==> src/rtl/serial_bit_tx.sv <==
// Single-wire UART-style transmitter: start bit, DATA_W data bits LSB-first,
// then one or two stop bits. The line idles high, and reset forces it high at once.
module serial_bit_tx #(
    parameter int unsigned DATA_W = 8,
    parameter int unsigned DIV_W  = 16
) (
    input  logic              clock,
    input  logic              reset_n,
    input  logic              in_valid,
    output logic              in_ready,
    input  logic [DATA_W-1:0] in_data,
    input  logic [DIV_W-1:0]  div,
    input  logic              nstop,
    output logic              tx,
    output logic              busy
);

    localparam int unsigned IDX_W = (DATA_W > 1) ? $clog2(DATA_W) : 1;

    typedef enum logic [1:0] {
        S_IDLE  = 2'd0,
        S_START = 2'd1,
        S_DATA  = 2'd2,
        S_STOP  = 2'd3
    } state_t;

    state_t              r_state;
    state_t              w_state_nxt;
    logic [DIV_W-1:0]    r_cnt;
    logic [DIV_W-1:0]    w_cnt_nxt;
    logic [DIV_W-1:0]    r_div_s;
    logic [DIV_W-1:0]    w_div_s_nxt;
    logic [IDX_W-1:0]    r_bit_idx;
    logic [IDX_W-1:0]    w_bit_idx_nxt;
    logic [DATA_W-1:0]   r_shift;
    logic [DATA_W-1:0]   w_shift_nxt;
    logic                r_nstop_s;
    logic                w_nstop_s_nxt;
    logic                r_stop_idx;
    logic                w_stop_idx_nxt;
    logic                r_tx;
    logic                w_tx_nxt;
    logic                r_busy;
    logic                w_busy_nxt;
    logic                w_bit_end;

    // Last cycle of the current bit period.
    assign w_bit_end = (r_cnt == r_div_s);

    assign in_ready = (r_state == S_IDLE);
    assign tx       = r_tx;
    assign busy     = r_busy;

    // State and datapath registers.
    always_ff @(posedge clock or negedge reset_n) begin
        if (!reset_n) begin
            r_state    <= S_IDLE;
            r_cnt      <= '0;
            r_div_s    <= '0;
            r_bit_idx  <= '0;
            r_shift    <= '0;
            r_nstop_s  <= 1'b0;
            r_stop_idx <= 1'b0;
            r_tx       <= 1'b1;
            r_busy     <= 1'b0;
        end else begin
            r_state    <= w_state_nxt;
            r_cnt      <= w_cnt_nxt;
            r_div_s    <= w_div_s_nxt;
            r_bit_idx  <= w_bit_idx_nxt;
            r_shift    <= w_shift_nxt;
            r_nstop_s  <= w_nstop_s_nxt;
            r_stop_idx <= w_stop_idx_nxt;
            r_tx       <= w_tx_nxt;
            r_busy     <= w_busy_nxt;
        end
    end

    // Next-state and next-output logic; the tx level for each bit is set on the
    // edge that starts that bit, so the line is a clean register output.
    always_comb begin
        w_state_nxt    = r_state;
        w_cnt_nxt      = w_bit_end ? '0 : r_cnt + DIV_W'(1);
        w_div_s_nxt    = r_div_s;
        w_bit_idx_nxt  = r_bit_idx;
        w_shift_nxt    = r_shift;
        w_nstop_s_nxt  = r_nstop_s;
        w_stop_idx_nxt = r_stop_idx;
        w_tx_nxt       = r_tx;
        w_busy_nxt     = r_busy;

        case (r_state)
            S_IDLE: begin
                w_cnt_nxt = '0;
                w_tx_nxt  = 1'b1;
                if (in_valid) begin
                    w_state_nxt    = S_START;
                    w_shift_nxt    = in_data;
                    w_div_s_nxt    = div;
                    w_nstop_s_nxt  = nstop;
                    w_bit_idx_nxt  = '0;
                    w_stop_idx_nxt = 1'b0;
                    w_tx_nxt       = 1'b0;
                    w_busy_nxt     = 1'b1;
                end
            end

            S_START: begin
                if (w_bit_end) begin
                    w_state_nxt = S_DATA;
                    w_tx_nxt    = r_shift[0];
                end
            end

            S_DATA: begin
                if (w_bit_end) begin
                    if (r_bit_idx == IDX_W'(DATA_W - 1)) begin
                        w_state_nxt = S_STOP;
                        w_tx_nxt    = 1'b1;
                    end else begin
                        w_bit_idx_nxt = r_bit_idx + IDX_W'(1);
                        w_shift_nxt   = r_shift >> 1;
                        w_tx_nxt      = r_shift[1];
                    end
                end
            end

            S_STOP: begin
                w_tx_nxt = 1'b1;
                if (w_bit_end) begin
                    if (r_stop_idx == r_nstop_s) begin
                        w_state_nxt = S_IDLE;
                        w_busy_nxt  = 1'b0;
                    end else begin
                        w_stop_idx_nxt = 1'b1;
                    end
                end
            end

            default: begin
                w_state_nxt = S_IDLE;
                w_cnt_nxt   = '0;
                w_tx_nxt    = 1'b1;
                w_busy_nxt  = 1'b0;
            end
        endcase
    end

endmodule

==> config.mk <==
export PLATFORM = sky130hd
export DESIGN_NAME = serial_bit_tx
export DESIGN_NICKNAME = d
export VERILOG_FILES = /design/src/rtl/serial_bit_tx.sv
export SDC_FILE = /design/constraint.sdc
export NUM_CORES = 1
export LEC_CHECK = 0
export CAP_MARGIN = 25
export CELL_PAD_IN_SITES_DETAIL_PLACEMENT = 2
export CELL_PAD_IN_SITES_GLOBAL_PLACEMENT = 2
export CORE_ASPECT_RATIO = 1.25
export CORE_UTILIZATION = 35
export DETAILED_ROUTE_END_ITERATION = 16
export PLACE_DENSITY = 0.81
export SLEW_MARGIN = 20
export SYNTH_ARGS = -nofsm -noshare
export SYNTH_HDL_FRONTEND = slang
export SYNTH_SLANG_ARGS = --single-unit
==> constraint.sdc <==
create_clock -name clock -period 2.2 [get_ports clock]
set_input_delay 0.55 -clock clock [delete_from_list [all_inputs] [get_ports clock]]
set_output_delay 0.55 -clock clock [all_outputs]
set_load 0.02 [all_outputs]
==> impl_metrics.toml, run 1 <==
[global_route]
grt_max_degree = 26
grt_overflow = 0
grt_pass1_wl_mm = 10.1
antenna_found_initial = 0
grt_pass1_vias = 1951
met2_usage_pct = 37.5
track_usage_pct = 18.5
met3_usage_pct = 2.78
busiest_layer = "met2"
gr-usage-met1_pct = 19.2

[setup_path]
critPathCaptureType = "flip-flop"
crit_path_max_incr_delay_ps = 450
cpMaxStageDelayCell = "dfrtp_2"
worst-path-buf-inv = 1
crit_chain = "xnor2_2 -> nand4_1 -> nor4_4 -> buf_4 -> a21boi_4 -> nor4_4 -> mux2_1"
r2r-end = "r_state[1]"
worstPathArrival_ps = 2370
r2r-start = "r_cnt[4]"
path_max_fanout = 4
ff2ff_path_depth = 7
r2r_slack_ps = 20
crit_family = "simple AND/OR/NAND/NOR gates"
cp-startpoint = "r_cnt[4]"
setup.worst_path.start_class = "flip-flop"
crit_top_cell = "nor4_4"
worstSetupPathType = "flip-flop to flip-flop"
critical_path_required_ps = 2390

[floorplanning]
core_area_sq_mm = 0.00665
die_h_um = 95.4
rows = 33
num_io_pins = 31
fp.dieW_um = 76.7
initial_core_util_pct = 36.8
die-area_sq_mm = 0.00732

[drt]
antenna_left = 0
wl_mm = 6.37
post_drt_via_cell_ratio = 5.01
route.detailed.drc = 0
drtIter0Drc = 42
wl_per_cell_um = 18.3
dr.pass1.iters = 4
vias = 1745

[yosys]
ys_seq_area_share_pct = 50.2
yosys_register_bits = 49
synth_area_sq_mm = 0.00244
async_flop_share_pct = 100
synth_nets = 245
ys.flop_type = "dfrtp_1"
ys_warn_count = 0
avgSynthCellArea_sq_um = 11.6
yosysUniqueCellTypes = 31
postSynthCellCount = 210
synth_edf_count = 0

[placement]
pre_cts_slack_ps = 10.6
gp_congestion = 0.710
portBuffers = 30
dp.cells = 332
place_hpwl_mm = 4.52

[sta]
skew_ps = 7.13
slew_violations = 0
fin_ws_ps = 21.4
setup_viol = 0
tightestPinTransition_ps = 634
fin_setup_tns_ps = 0
finalCriticalPeriod_ps = 2180
max_slew_margin_pct = 57.8
fmax_ghz = 0.459
hold_viol = 0
period_share_pct = 99.0
rsz0062_at_grt = "yes"

[clock_network]
cts.clk_slew.worst_paths_ps = 100
cts_sinks = 49
cts_made_buffers = 5
clk_root_buffer_cell = "clkbuf_8"
cts_tree = "done"
clock_path_buffers = 2
cts_hold_buf = 0
htreeDepth = 2
clk_latency_ps = 300

[pwr]
leakage_nw = 1.37
totalPowerFinal_mw = 3.93
ir_drop_mv = 0.556
p_per_area_mw_per_mm2 = 1240

[finish]
mostFrequentLayoutCells = "dfrtp_1 (44), mux2_2 (31), clkdlybuf4s50_1 (28), nor2_1 (24), buf_4 (19)"
layoutNonFillerInstCount = 348
diodes = 0
drive_gt1_share_pct = 30.3
fin_util_pct = 47.8
synthToLayoutAreaGrowth_pct = 30.0
fin_nets = 295
final_common_cell = "dfrtp_1"
nFillCells = 681

[run_status]
status = "finished, final reports clean"

[run]
max-cap-violations = 0

[hold_path]
hold_class = "input pin to asynchronous set/reset pin"
==> stage by stage <==
stage / hold WS [ps] / instance area (sq um)
global route: 296 / 3180
finish: 254 / 3180
detailed placement: 495 / 2940
CTS: 278 / 3070
global placement: 474 / 2940
floorplan: 254 / 2440
==> cells by family after synthesis <==
kind of cell / count (synthesis) / share of synthesized area (%)
and+or+nand+nor: 62 / 13.4
DFF: 49 / 50.2
muxes: 35 / 16.0
xor gates and xnor gates: 31 / 11.1
AOI/OAI and AO/OA: 14 / 3.64
buffers and inverters: 12 / 2.00
adders and majority gates: 7 / 3.58
==> worst max-delay path by stage <==
| stage | end | cells past startpoint |
|---|---|---|
| after floorplan | r_state[1] | 7 |
| after global placement | r_state[1] | 6 |
| after detailed placement | r_shift[6] | 6 |
| after CTS | r_shift[6] | 7 |
| after global routing | r_state[0] | 8 |
| final | r_state[1] | 7 |
==> cell type report <==
class	instances	area, sq um	area share [%]
timing repair buffer	51	477	15.0
tap	87	109	3.43
inverter	4	15.0	0.473
clock inverter	2	37.5	1.18
clock buffer	6	82.6	2.60
multi-input combinational	149	1220	38.5
sequential	49	1230	38.8
==> synth_stat cells (2+ instances only) <==
| master | count | area (sq um) |
|---|---|---|
| nand3_1 | 5 | 25.0 |
| mux2_2 | 32 | 360 |
| inv_1 | 4 | 15.0 |
| nor4_4 | 2 | 42.5 |
| dfrtp_1 | 48 | 1200 |
| nand2_1 | 12 | 45.0 |
| and3_1 | 3 | 18.8 |
| o21ai_0 | 7 | 35.0 |
| xnor2_1 | 23 | 201 |
| buf_2 | 2 | 10.0 |
| nand4_1 | 7 | 43.8 |
| clkbuf_1 | 5 | 18.8 |
| o31ai_1 | 2 | 15.0 |
| mux2i_1 | 2 | 20.0 |
| xor2_1 | 8 | 70.1 |
| nor2b_1 | 4 | 25.0 |
| nor2_1 | 24 | 90.1 |
| ha_1 | 7 | 87.6 |
==> power breakdown <==
group          internal, mW  switching [mW]
combinational         0.934           0.795
sequential             1.24           0.269
clock                 0.370           0.316
==> timing repair <==
action                                  CTS  global route
pin swaps                                 1             9
endpoints found under the setup margin   10             9
resized for setup                         1            12
buffers inserted                          2             6
==> worst reg2reg max path, cell delays in order (launching register included) <==
cell	delay, ps
dfrtp_2	450
xnor2_2	210
nand4_1	190
nor4_4	310
buf_4	190
a21boi_4	70
nor4_4	310
mux2_1	340
==> routing by layer <==
layer	vias up	routed length [um]
met5	-	0
met4	0	122
met3	9	114
met2	24	3690
met1	900	2440
li1	812	-
==> sequential cells by signal (all words and copies together) (netlist names) <==
register	count
r_nstop_s	1
r_div_s	16
busy	1
r_stop_idx	1
r_bit_idx	3
r_state	2
r_shift	8
tx	1
r_cnt	16
(Power assumes the default switching activity.)
==> run 2, diff against run 1 <==
DONT_BUFFER_PORTS = 1   (was not set)
PLACE_DENSITY = 0.72   (was 0.81)
==> run 2 against run 1 <==
  * Non-clock buffer count is 28 lower
  * Routed wire length shrank 7.3%
  * First-iteration DRC count decreased by 40%
  * Clock-buffer cell count fell by 1
  * Register-to-register slack better by 20 ps
  * Cell count is 8.3% lower
  * Cell area shrank 9.8%
  * Maximum frequency rose by 0.89%
  * Combinational power fell by 8%
  * Sequential power is essentially flat
  * Die area unchanged
  * Clock skew is 4.8 ps higher
  * Critical endpoint unchanged
  * Largest cell class unchanged
==> impl_metrics.toml, run 2 (same netlist as run 1, synthesis figures left out) <==
[sta]
hold_viol = 0
period_share_pct = 98.2
tightestPinTransition_ps = 369
slew_violations = 0
fmax_ghz = 0.463
holdWs_ps = 89.4
skew_ps = 11.9
finalCriticalPeriod_ps = 2160
rsz0062_at_grt = "yes"
max_slew_margin_pct = 75.2
fin_setup_tns_ps = 0
fin_ws_ps = 40.7
setup_viol = 0

[clock_network]
cts.clk_slew.worst_paths_ps = 90
cts_tree = "done"
clk_root_buffer_cell = "clkbuf_8"
htreeDepth = 2
clock_path_buffers = 2
clk_latency_ps = 300
cts_sinks = 49
cts_made_buffers = 5

[finish]
fin_nets = 267
regArea_sq_mm = 0.00123
mostFrequentLayoutCells = "dfrtp_1 (45), mux2_2 (32), nor2_1 (24), buf_4 (22), xnor2_1 (17)"
drive_gt1_share_pct = 33.6
fin_util_pct = 43.1
top_regs = "r_cnt: 16 flops, r_div_s: 16 flops, r_shift: 8 flops"
diodes = 0
nFillCells = 688
synthToLayoutAreaGrowth_pct = 17.2
design_area_sq_mm = 0.00286
layoutNonFillerInstCount = 319
final_common_cell = "dfrtp_1"
multi_input_area_sq_mm = 0.00121

[drt]
top_layer_used = "met4"
drtIter0Drc = 25
wl_met1_mm = 2.23
post_drt_via_cell_ratio = 5.15
dr.pass1.iters = 3
vias = 1644
antenna_left = 0
wl_met2_mm = 3.44
wl_met3_um = 143
wl_mm = 5.90
route.detailed.drc = 0
wl_per_cell_um = 18.5

[setup_path]
path_max_fanout = 4
worstSetupPathType = "flip-flop to flip-flop"
r2r-end = "r_state[1]"
ff2ff_path_depth = 6
worstPathArrival_ps = 2340
r2r-start = "r_cnt[3]"
r2r_slack_ps = 40
critPathCaptureType = "flip-flop"
setup.worst_path.start_class = "flip-flop"
critical_path_required_ps = 2380

[global_route]
antenna_found_initial = 0
grt_pass1_vias = 1878
grt_pass1_wl_mm = 9.55
grt_overflow = 0
track_usage_pct = 17.3
grt_max_degree = 49

[placement]
dp.cells = 303
place_hpwl_mm = 4.12
gp_congestion = 0.755
portBuffers = 0
placed_cell_area_sq_mm = 0.00262
pre_cts_slack_ps = 42.7

[run_status]
status = "finished, final reports clean"

[floorplanning]
die-area_sq_mm = 0.00732
die_h_um = 95.4
initial_core_util_pct = 36.8
core_area_sq_mm = 0.00665
fp.dieW_um = 76.7
num_io_pins = 31
rows = 33

[pwr]
p_per_area_mw_per_mm2 = 1320
ir_drop_mv = 0.573
leakage_nw = 1.25
totalPowerFinal_mw = 3.77

[hold_path]
hold_class = "input pin to asynchronous set/reset pin"

[run]
max-cap-violations = 0
[run 2: critical path, cell delays in order, from the launching register on]
cell	delay (ps)
dfrtp_2	460
xnor2_2	200
nand4_1	160
nor4_4	420
a21boi_2	150
nor4_4	300
mux2_1	350
[run 2: where the power goes]
group          switching, mW  internal, mW  total (mW)  leakage [nW]
Clock                  0.296         0.331       0.627        0.0540
Combinational          0.753         0.851        1.60         0.583
Sequential             0.298          1.25        1.54         0.610
Total                   1.35          2.43        3.77          1.25
[run 2: layout make-up]
| cell class | count | area share, % |
|---|---|---|
| Clock inverter | 2 | 1.22 |
| Sequential cell | 49 | 43.0 |
| Tap cell | 87 | 3.80 |
| Timing Repair Buffer | 23 | 6.73 |
| Multi-Input combinational cell | 149 | 42.3 |
| Clock buffer | 5 | 2.40 |
| Inverter | 4 | 0.524 |
[run 2: worst max-delay path by stage]
stage | from | endpoint | slack [ps] | depth (start not counted)
floorplan | r_state[0] | r_state[1] | 170 | 7
global placement | r_cnt[2] | r_state[1] | 110 | 6
detailed placement | r_cnt[2] | r_state[1] | 40 | 6
CTS | r_cnt[13] | r_state[1] | 3 | 6
global route | r_cnt[3] | r_state[1] | -60 | 6
finish | r_cnt[3] | r_state[1] | 40 | 6
[run 2: per-layer routing]
layer | up-vias | track usage (%)
met1 | 858 | 18.5
met3 | 8 | 2.87
met5 | - | 0
li1 | 751 | -
met2 | 27 | 34.4
met4 | 0 | 5.61
[run 2: repair_timing]
action,CTS,global route
buffers inserted,0,8
endpoints found under the setup margin,0,9
hold endpoints to repair,48,0
hold buffers,1,0
resized for setup,0,9
==> run 3, diff against run 2 <==
CORE_UTILIZATION = 42   (was 35)
PLACE_DENSITY = 0.84   (was 0.72)
==> run 3 against run 2 <==
  * Maximum frequency rose by 1.1%
  * Critical path depth did not move
  * Sequential share of layout area rose by 0.13 points
  * Routed wire length rose by 7.4%
  * Cell count fell by 7.2%
  * Highest routed layer unchanged
  * Flip-flop and latch count did not move
  * First-iteration DRC count rose by 20%
  * Clock-buffer cell count rose by 2
  * Largest power group unchanged
  * Utilization rose by 8.8 points
==> impl_metrics.toml, run 3 (same netlist as run 1, synthesis figures left out) <==
[finish]
nFillCells = 535
diodes = 0
design_area_sq_mm = 0.00286
drive_gt1_share_pct = 34.9
fin_util_pct = 51.9
mostFrequentLayoutCells = "dfrtp_1 (43), mux2_2 (30), nor2_1 (24), buf_4 (21), xnor2_1 (16)"
layoutNonFillerInstCount = 296
synthToLayoutAreaGrowth_pct = 17.1
top_regs = "r_cnt: 16 flops, r_div_s: 16 flops, r_shift: 8 flops"
final_common_cell = "dfrtp_1"
fin_nets = 266

[setup_path]
cp-startpoint = "r_div_s[10]"
r2r-end = "r_state[1]"
path_max_fanout = 4
r2r-start = "r_div_s[10]"
critical_path_required_ps = 2400
endpoint = "r_state[1]"
critPathCaptureType = "flip-flop"
ff2ff_path_depth = 6
worstSetupPathType = "flip-flop to flip-flop"
setup.worst_path.start_class = "flip-flop"
worstPathArrival_ps = 2330
r2r_slack_ps = 60

[placement]
place_hpwl_mm = 4.15
dp.cells = 274
placed_cell_area_sq_mm = 0.00255
pre_cts_slack_ps = -48.4
gp_congestion = 0.780
portBuffers = 0

[sta]
fin_setup_tns_ps = 0
hold_viol = 0
period_share_pct = 97.1
fin_ws_ps = 64.9
max_slew_margin_pct = 75.9
rsz0062_at_grt = "yes"
slew_violations = 0
tightestPinTransition_ps = 358
skew_ps = 4.91
setup_viol = 0
finalCriticalPeriod_ps = 2140
holdWs_ps = 73.5
fmax_ghz = 0.468

[hold_path]
hold_class = "input pin to asynchronous set/reset pin"

[global_route]
grt_overflow = 0
grt_pass1_wl_mm = 10.1
antenna_found_initial = 0
grt_max_degree = 49
track_usage_pct = 22.0
grt_pass1_vias = 1935

[drt]
wl_per_cell_um = 21.4
route.detailed.drc = 0
post_drt_via_cell_ratio = 5.58
antenna_left = 0
drtIter0Drc = 30
wl_mm = 6.34
vias = 1651
dr.pass1.iters = 4

[run_status]
status = "finished, final reports clean"

[clock_network]
clock_path_buffers = 2
cts.clk_slew.worst_paths_ps = 90
clk_root_buffer_cell = "clkbuf_8"
htreeDepth = 2
clk_latency_ps = 310
cts_made_buffers = 5
cts_sinks = 49
cts_tree = "done"

[floorplanning]
core_area_sq_mm = 0.00552
initial_core_util_pct = 44.3
die-area_sq_mm = 0.00613
fp.dieW_um = 70.2
rows = 30
num_io_pins = 31
die_h_um = 87.3

[pwr]
totalPowerFinal_mw = 3.90
p_per_area_mw_per_mm2 = 1360
ir_drop_mv = 0.720
leakage_nw = 1.26

[run]
max-cap-violations = 0
run 3: area by class of cell:
cell class                      instances  area, sq um  share of cell area, %
Sequential cell                        49         1230                   43.1
Multi-Input combinational cell        149         1230                   43.0
Inverter                                4         15.0                  0.525
Clock buffer                            7         86.3                   3.02
Tap cell                               64         80.1                   2.80
Timing Repair Buffer                   22          185                   6.47
Clock inverter                          1         30.0                   1.05
run 3: metal layers:
| layer | vias to the layer above | part of all wire, % | GRT usage, % |
|---|---|---|---|
| met4 | 0 | 1.3 | 8.00 |
| li1 | 754 | - | - |
| met5 | - | 0 | 0 |
| met3 | 10 | 2.1 | 3.47 |
| met1 | 863 | 38 | 23.1 |
| met2 | 24 | 58 | 43.5 |
run 3: repair_timing:
action                     CTS  global route
setup endpoints to repair    2            13
hold buffers                 1             0
pin swaps                    9             3
cloned                       0             0
setup buffers               11             2
hold endpoints to repair    48             0
resized for setup           10             5
run 3: how the worst min path moves through the flow:
stage / end / slack (ps) / cells after the start
6_report: tx / 70 / 0
5_1_grt: tx / 60 / 0
4_1_cts: tx / 70 / 0
3_5_place_dp: r_cnt[5] / 260 / 0
3_3_place_gp: r_div_s[5] / 260 / 0
2_1_floorplan: busy / 250 / 0
run 3: worst max-delay path, cell delays in order, from the launching register on:
cell	delay, ps
dfrtp_1	420
xnor2_2	190
nand4_1	180
nor4_4	440
a21boi_2	150
nor4_4	300
mux2_4	340
run 3: power by group:
part / switching [mW] / internal [mW] / total, mW
sequential: 0.304 / 1.25 / 1.55
combinational: 0.807 / 0.878 / 1.68
clock: 0.299 / 0.371 / 0.670
total: 1.41 / 2.49 / 3.90
